===== config.mk =====
export PLATFORM = sky130hd
export DESIGN_NAME = parking_button_conditioner
export DESIGN_NICKNAME = d
export VERILOG_FILES = /design/src/rtl/parking_pkg.sv /design/src/rtl/button_debounce.sv /design/src/rtl/parking_button_conditioner.sv
export SDC_FILE = /design/constraint.sdc
export NUM_CORES = 1
export LEC_CHECK = 0
export BUFFER_PORTS_ARGS = -buffer_cell sky130_fd_sc_hd__buf_2
export CORE_MARGIN = 2
export CORE_UTILIZATION = 55
export DETAILED_ROUTE_END_ITERATION = 6
export PLACE_DENSITY = 0.79
export SLEW_MARGIN = 10
export SYNTH_ARGS = -nofsm -noshare
export SYNTH_HDL_FRONTEND = slang
export SYNTH_SLANG_ARGS = --single-unit

===== constraint.sdc =====
create_clock -name clk -period 1.5 [get_ports clk]
set_clock_uncertainty 0.05 [all_clocks]
set_input_delay 0.15 -clock clk [delete_from_list [all_inputs] [get_ports clk]]
set_output_delay 0.15 -clock clk [all_outputs]
set_load 0.1 [all_outputs]

===== src/rtl/parking_pkg.sv =====
// Shared constants for the parking meter button front end: button indices,
// the command priority order and the default debounce length.
package parking_pkg;

  localparam int NUM_BTN = 6;

  // Bit positions of each button inside the internal request vectors.
  localparam int BTN_ADD1 = 0;
  localparam int BTN_ADD2 = 1;
  localparam int BTN_ADD3 = 2;
  localparam int BTN_ADD4 = 3;
  localparam int BTN_RST1 = 4;
  localparam int BTN_RST2 = 5;

  localparam int DEBOUNCE_CYCLES_DEF = 3;

  typedef logic [NUM_BTN-1:0] btn_vec_t;

  // Coin buttons; these are discarded whenever a preset-reset command issues.
  localparam btn_vec_t ADD_MASK = btn_vec_t'(6'b00_1111);

  // Arbitration order, highest priority first.
  localparam logic [2:0] PRIO_ORDER [NUM_BTN] = '{
    3'(BTN_RST1), 3'(BTN_RST2), 3'(BTN_ADD1),
    3'(BTN_ADD2), 3'(BTN_ADD3), 3'(BTN_ADD4)
  };

  // One-hot grant of the highest-priority request, or zero if none.
  function automatic btn_vec_t pick_winner(input btn_vec_t req);
    btn_vec_t win;
    logic     found;
    win   = '0;
    found = 1'b0;
    for (int i = 0; i < NUM_BTN; i++) begin
      if (!found && req[PRIO_ORDER[i[2:0]]]) begin
        win[PRIO_ORDER[i[2:0]]] = 1'b1;
        found = 1'b1;
      end
    end
    return win;
  endfunction

endpackage


===== src/rtl/button_debounce.sv =====
// One raw pushbutton: two-flop synchroniser, run-length debounce filter and
// a single-cycle strobe on each debounced press (0->1 of the stable level).
module button_debounce
  import parking_pkg::*;
#(
  parameter int DEBOUNCE_CYCLES = DEBOUNCE_CYCLES_DEF,
  parameter int CNT_W           = 8
) (
  input  logic clk,
  input  logic rst_n,
  input  logic raw,
  output logic press
);

  localparam logic [CNT_W-1:0] CNT_LAST = CNT_W'(DEBOUNCE_CYCLES - 1);

  logic             sync_meta;
  logic             sync_q;
  logic             stable;
  logic [CNT_W-1:0] cnt;

  // Synchronise the raw level, then flip the stable level only after
  // DEBOUNCE_CYCLES consecutive samples disagree with it.
  always_ff @(posedge clk or negedge rst_n) begin
    if (!rst_n) begin
      sync_meta <= 1'b0;
      sync_q    <= 1'b0;
      stable    <= 1'b0;
      cnt       <= '0;
      press     <= 1'b0;
    end else begin
      sync_meta <= raw;
      sync_q    <= sync_meta;
      press     <= 1'b0;
      if (sync_q == stable) begin
        cnt <= '0;
      end else if (cnt == CNT_LAST) begin
        stable <= sync_q;
        cnt    <= '0;
        // Only a rising debounced edge is a command; release is silent.
        press  <= sync_q;
      end else begin
        cnt <= cnt + 1'b1;
      end
    end
  end

endmodule


===== src/rtl/parking_button_conditioner.sv =====
// Front end of the parking meter: debounces six pushbuttons and issues at
// most one registered single-cycle command per clock, reset commands first.
module parking_button_conditioner
  import parking_pkg::*;
#(
  parameter int DEBOUNCE_CYCLES = DEBOUNCE_CYCLES_DEF,
  parameter int CNT_W           = 8
) (
  input  logic       clk,
  input  logic       rst_n,
  input  logic [3:0] btn_add,
  input  logic       btn_rst1,
  input  logic       btn_rst2,
  output logic       add1,
  output logic       add2,
  output logic       add3,
  output logic       add4,
  output logic       rst1,
  output logic       rst2,
  output logic       busy
);

  btn_vec_t raw;
  btn_vec_t press;
  btn_vec_t pending;
  btn_vec_t req;
  btn_vec_t win;
  btn_vec_t pending_nxt;
  btn_vec_t cmd;

  assign raw = {btn_rst2, btn_rst1, btn_add};

  for (genvar g = 0; g < NUM_BTN; g++) begin : g_btn
    button_debounce #(
      .DEBOUNCE_CYCLES (DEBOUNCE_CYCLES),
      .CNT_W           (CNT_W)
    ) u_deb (
      .clk   (clk),
      .rst_n (rst_n),
      .raw   (raw[g]),
      .press (press[g])
    );
  end

  // Arbitrate over pending commands plus this cycle's fresh presses; a
  // winning reset command wipes every coin request, including new ones.
  always_comb begin
    req         = pending | press;
    win         = pick_winner(req);
    pending_nxt = req & ~win;
    if (|(win & ~ADD_MASK)) begin
      pending_nxt = pending_nxt & ~ADD_MASK;
    end
  end

  // Register the granted command, the surviving pending set and busy.
  always_ff @(posedge clk or negedge rst_n) begin
    if (!rst_n) begin
      pending <= '0;
      cmd     <= '0;
      busy    <= 1'b0;
    end else begin
      pending <= pending_nxt;
      cmd     <= win;
      busy    <= |pending_nxt;
    end
  end

  assign add1 = cmd[BTN_ADD1];
  assign add2 = cmd[BTN_ADD2];
  assign add3 = cmd[BTN_ADD3];
  assign add4 = cmd[BTN_ADD4];
  assign rst1 = cmd[BTN_RST1];
  assign rst2 = cmd[BTN_RST2];

endmodule


==> results of run 1 <==
## cell usage in the layout (no fill, tap or decap), drive strengths merged, types with 9 or more instances in the layout
cell and n:
inv 11, nor2 39, xor2 11, buf 23
nand3 24, a21oi 20, xnor2 13, dfrtp 84
or3 19, clkbuf 9, ha 12, nand2 13
o21ai 21
## worst max path at each step
stage                                    start                                end  slack (ns)
4_1_cts        g_btn[0].u_deb.cnt[0]$_DFF_PN0_  g_btn[0].u_deb.stable$_DFFE_PN0P_        0.01
2_1_floorplan  g_btn[0].u_deb.cnt[0]$_DFF_PN0_  g_btn[0].u_deb.stable$_DFFE_PN0P_        0.12
6_report       g_btn[3].u_deb.cnt[0]$_DFF_PN0_  g_btn[3].u_deb.stable$_DFFE_PN0P_        0.05
3_5_place_dp   g_btn[1].u_deb.cnt[1]$_DFF_PN0_  g_btn[1].u_deb.stable$_DFFE_PN0P_        0.02
5_1_grt        g_btn[3].u_deb.cnt[0]$_DFF_PN0_  g_btn[3].u_deb.stable$_DFFE_PN0P_       -0.02
3_3_place_gp   g_btn[0].u_deb.cnt[0]$_DFF_PN0_  g_btn[0].u_deb.stable$_DFFE_PN0P_        0.08
## kinds of logic (layout without fill, tap and decap cells)
logic type,Yosys count,after routing,share of synthesized area
adder cells (fa/ha/maj),12,12,0.0424
AND/OR/NAND/NOR,125,125,0.193
XOR/XNOR,24,24,0.0594
buffers and inverters,11,57,0.0117
AO/OA/AOI/OAI,49,49,0.0771
multiplexers,6,6,0.0212
other,1,1,0.00106
flip-flops,84,84,0.594
## area by class of cell
cell class	count	area, µm²
Clock buffer	9	124
Inverter	11	41.3
Timing Repair Buffer	30	235
Clock inverter	7	67.6
Tap cell	77	96.3
Sequential cell	84	2110
Fill cell	470	2140
Multi-Input combinational cell	217	1470
## metrics by stage
stage	util	cell area [µm²]	setup WS, ns	hold slack, ns
floorplan	-	3540	0.123	-0.196
global placement	0.601	3770	0.0820	0.0862
detailed placement	0.601	3770	0.0179	0.0881
CTS	0.645	4050	0.0110	0.276
global route	0.659	4140	-0.0200	0.307
finish	0.659	4140	0.0476	0.256
## critical path, delay by kind of cell, from the launching register on
family        cells  cell delay, ns
mux               1            0.31
flops             1            0.44
fa+ha+maj         1            0.12
buf+inv           1            0.08
simple gates      2            0.34
## flip-flops by register name, indices dropped and copies added (netlist names)
name and count:
busy 1, cmd 6, g_btn.u_deb.sync_q 6, g_btn.u_deb.sync_meta 6
pending 5, g_btn.u_deb.press 6, g_btn.u_deb.cnt 48, g_btn.u_deb.stable 6
## cell usage after synthesis
cell type | count | share of area
nor4_2 | 1 | 0.0035
o22ai_1 | 1 | 0.0018
nor2b_1 | 1 | 0.0018
nor2_1 | 39 | 0.041
nor3b_1 | 6 | 0.013
a21oi_1 | 18 | 0.025
inv_1 | 11 | 0.012
mux2_2 | 3 | 0.0095
nand4_1 | 4 | 0.0071
a21oi_2 | 2 | 0.0050
a31o_2 | 1 | 0.0025
xnor2_1 | 13 | 0.032
or3_1 | 19 | 0.034
nand2_1 | 13 | 0.014
dfrtp_1 | 84 | 0.59
a21o_1 | 6 | 0.013
xor2_1 | 11 | 0.027
nand4_2 | 2 | 0.0071
nand3_1 | 24 | 0.034
mux2_4 | 2 | 0.0085
nor4b_2 | 5 | 0.021
mux2_1 | 1 | 0.0032
nor4_1 | 4 | 0.0071
nor3_1 | 7 | 0.0099
o21ai_0 | 21 | 0.030
ha_1 | 12 | 0.042
conb_1 | 1 | 0.0011
## layer usage
| layer | GRT usage | wire (µm) | vias up |
|---|---|---|---|
| li1 | - | - | 1170 |
| met1 | 0.237 | 2830 | 1239 |
| met2 | 0.315 | 3340 | 40 |
| met3 | 0.0472 | 183 | 12 |
| met4 | 0.0821 | 119 | 0 |
| met5 | 0 | 0 | - |
## power groups by stage
stage / Clock, mW / Combinational, mW / Sequential (mW)
6_report: 1.55 / 1.71 / 2.94
4_1_cts: 1.60 / 1.57 / 2.93
3_3_place_gp: 0 / 1.46 / 2.94
2_1_floorplan: 0 / 0.877 / 3.18
3_5_place_dp: 0 / 1.53 / 2.97
5_1_grt: 1.68 / 1.89 / 3.00
## repair_timing
item	in CTS	in global routing
hold endpoints to repair	40	0
gates resized for setup	2	18
pin swaps	1	0
setup endpoints to repair	2	39
hold buffers	7	0
buffers inserted	0	4
==> results.toml, run 1 <==
[outcome]
status = "finished clean"

[critical_path]
crit_chain = "inv_2 > ha_4 > nor4b_4 > nand2_2 > mux2_4"
slowest_delay_ns = 0.44
timing.rr.start = "g_btn[3].u_deb.cnt[0]$_DFF_PN0_"
crit_required_ns = 1.69
critical-path-slowest-cell = "dfrtp_2"
reg2reg_slack_ns = 0.05
path_class = "reg -> reg"
crit_arrival_ns = 1.64
end_kind = "flip-flop"
worstReg2RegEnd = "g_btn[3].u_deb.stable$_DFFE_PN0P_"
cp_max_fo = 6
crit_path_start_kind = "flip-flop"
worst-r2r-cell-count = 5

[sta]
layout_min_cycle_time_ns = 1.45
slew_viol_final = 0
setup_viol = 0
finalCritPeriodShare = 0.968
fmax_mhz = 688
rsz0062_at_grt = "yes"
setup_tns_ns = 0
hold_violations = 0

[clock_network]
clockBufferDepth = 2
clock_sinks = 84
cts_tree = "built"
clkTransAtPathRegs_ns = 0.08
clk_latency_ns = 0.35
cts_root_buffer = "clkbuf_8"
htreeDepth = 3
numCtsBuffers = 9

[routing]
viasPerCell = 5.66
ant_nets = 0
drt-pass1-iter-count = 5
drtIter0Drc = 108
drc = 0
via_count = 2461
drt_wl_total_um = 6480
routedWlPerCell_um = 14.9

[power_and_ir_drop]
ir_drop_mv = 0.938
power.density_nw_per_um2 = 1500
total_power_mw = 6.20
switchingPower_mw = 2.16
p_leak_nw = 1.83
p_clk_frac = 0.250
internal_power_mw = 4.05
power_frac_comb = 0.275
seqPwrFrac = 0.474
swShare = 0.348

[global_routing]
antenna_found_initial = 0
grt_usage = 0.190
overflow = 0
first_global_vias = 2358
grt_pass1_wl_um = 10500
grt_start_max_net_pins = 37

[die]
dieArea_um2 = 7090
core_um2 = 6280
rows = 29
die_h_um = 84.2
die_w_um = 84.2
ioPinCount = 15
start_util = 0.564

[placed_design]
place_congestion = 0.802
io_buffers = 14
placedCellCount = 408
dp_hpwl_um = 4280

[hold_path]
hold_path_class = "in -> async"

[synthesis]
ys_seq_elements = 84
ys_types = 27
ys_warn_count = 0
syn-cell-area_um2 = 3540
syn_nets = 332
synth.avg_cell_area_um2 = 11.3
synthCells = 312
ys_seq_area_frac = 0.594

[cells_and_area]
syn2layout_area_growth_pct = 16.9
nNetsFinal = 373
drive_gt1_frac = 0.190
fin_cells = 435
num_antenna_cells = 0

[job]
cap_violations = 0
Power figures use the tool's default switching activity.
==> inputs of run 2 (changes only) <==
--- a/config.mk
+++ b/config.mk
@@ -7,9 +7,9 @@
 export LEC_CHECK = 0
 export BUFFER_PORTS_ARGS = -buffer_cell sky130_fd_sc_hd__buf_2
 export CORE_MARGIN = 2
-export CORE_UTILIZATION = 55
+export CORE_UTILIZATION = 60
 export DETAILED_ROUTE_END_ITERATION = 6
-export PLACE_DENSITY = 0.79
+export PLACE_DENSITY = 0.85
 export SLEW_MARGIN = 10
 export SYNTH_ARGS = -nofsm -noshare
 export SYNTH_HDL_FRONTEND = slang
==> results.toml, run 2 (synthesized netlist as in run 1, its figures left out) <==
[power_and_ir_drop]
p_leak_nw = 1.87
ir_drop_mv = 0.831
power.density_nw_per_um2 = 1570

[die]
start_util = 0.631
dieArea_um2 = 6530
die_h_um = 80.8
rows = 27
ioPinCount = 15
die_w_um = 80.8
core_um2 = 5610

[critical_path]
worst-r2r-cell-count = 5
crit_arrival_ns = 1.64
crit_end = "g_btn[1].u_deb.cnt[6]$_DFF_PN0_"
crit_required_ns = 1.72
crit_path_start_kind = "flip-flop"
cp_max_fo = 5
timing.rr.start = "g_btn[1].u_deb.cnt[0]$_DFF_PN0_"
reg2reg_slack_ns = 0.07
end_kind = "flip-flop"
worstReg2RegEnd = "g_btn[1].u_deb.cnt[6]$_DFF_PN0_"
crit_path_start = "g_btn[1].u_deb.cnt[0]$_DFF_PN0_"
path_class = "reg -> reg"

[sta]
slew_viol_final = 0
rsz0062_at_grt = "yes"
fmax_mhz = 702
hold_violations = 0
layout_min_cycle_time_ns = 1.43
finalCritPeriodShare = 0.950
holdWs_ns = 0.231
setup_viol = 0

[job]
cap_violations = 0

[cells_and_area]
mostFrequentLayoutCell = "dfrtp_1"
n_fill_cell = 374
nNetsFinal = 378
final_cell_mix = "dfrtp_1, nor2_1, nand3_1"
syn2layout_area_growth_pct = 18.3
drive_gt1_frac = 0.193
largest_register = "g_btn.u_deb.cnt"
largest_reg_flops = 48
num_antenna_cells = 0
final_core_util = 0.747

[clock_network]
clockBufferDepth = 2
clk_latency_ns = 0.34
clock_sinks = 84
htreeDepth = 3
cts_root_buffer = "clkbuf_8"
clkTransAtPathRegs_ns = 0.08
cts_tree = "built"
numCtsBuffers = 9

[hold_path]
hold_path_class = "in -> async"

[routing]
routedWlPerCell_um = 14.1
ant_nets = 0
drc = 0
via_count = 2467
drt-pass1-iter-count = 4
viasPerCell = 5.68
drtIter0Drc = 95
drt_wl_total_um = 6120

[placed_design]
io_buffers = 14
dp_hpwl_um = 4120
place_congestion = 0.814

[global_routing]
first_global_vias = 2458
grt_start_max_net_pins = 36
grt_usage = 0.215
grt_pass1_wl_um = 10600
overflow = 0
antenna_found_initial = 0

[outcome]
status = "finished clean"
==> run 2: cell types whose count changed in the layout (fill, tap and decap cells not counted), sizes merged <==
| cell | change |
|---|---|
| buf | +5 |
| bufinv | +2 |
| clkbuf | +2 |
| clkinv | -3 |
| clkinvlp | -2 |
==> run 2: power breakdown <==
part | internal [mW] | total (mW) | switching (mW)
sequential | 2.60 | 2.91 | 0.308
clock | 1.14 | 1.90 | 0.758
combinational | 0.719 | 1.76 | 1.04
total | 4.46 | 6.57 | 2.11
==> run 2: area by class of cell <==
cell class / count / area (µm²) / share of cell area
multi-input cells: 217 / 1450 / 0.346
clock inverters: 4 / 97.6 / 0.0233
inverters: 11 / 41.3 / 0.00986
well taps: 72 / 90.1 / 0.0215
flip-flops and latches: 84 / 2110 / 0.503
clock buffers: 11 / 141 / 0.0338
repair buffers: 35 / 260 / 0.0622
==> run 2: stage by stage <==
stage               instances  total power, mW  instance area (µm²)  setup slack, ns  setup TNS (ns)
floorplan                 312             4.05                 3540            0.123               0
global placement          407             4.42                 3780           0.0909               0
detailed placement        407             4.50                 3780           0.0168               0
CTS                       430             6.47                 4110           0.0164               0
global route              434             6.94                 4190         -0.00854         -0.0157
finish                    434             6.57                 4190           0.0748               0
==> run 2: worst min-delay path by stage <==
| stage | to | from | slack, ns |
|---|---|---|---|
| after floorplan | busy$_DFF_PN0_ | rst_n | -0.20 |
| after global placement | g_btn[0].u_deb.cnt[7]$_DFF_PN0_ | rst_n | 0.05 |
| after detailed placement | g_btn[0].u_deb.cnt[7]$_DFF_PN0_ | rst_n | 0.06 |
| after CTS | cmd[2]$_DFF_PN0_ | rst_n | 0.23 |
| after global routing | g_btn[0].u_deb.cnt[7]$_DFF_PN0_ | rst_n | 0.26 |
| final | g_btn[0].u_deb.cnt[6]$_DFF_PN0_ | rst_n | 0.23 |
==> run 2: critical path, stage by stage (launching register included) <==
cell	delay [ns]
dfrtp_1	0.35
buf_4	0.13
ha_2	0.20
inv_1	0.07
or3_1	0.40
a21oi_1	0.16
==> run 2: timing repair <==
| action | 4_1_cts | 5_1_grt |
|---|---|---|
| gates cloned | 0 | 0 |
| buffers inserted | 1 | 4 |
| gates resized for setup | 2 | 14 |
| hold buffers | 7 | 0 |
| endpoints found under the hold margin | 34 | 0 |
| setup endpoints to repair | 8 | 29 |
==> run 2: layer usage <==
layer | wire, µm | GRT usage | vias to the layer above
met5 | 0 | 0 | -
met4 | 180 | 0.114 | 0
met3 | 168 | 0.0378 | 18
met2 | 3070 | 0.363 | 44
met1 | 2700 | 0.268 | 1219
li1 | - | - | 1186
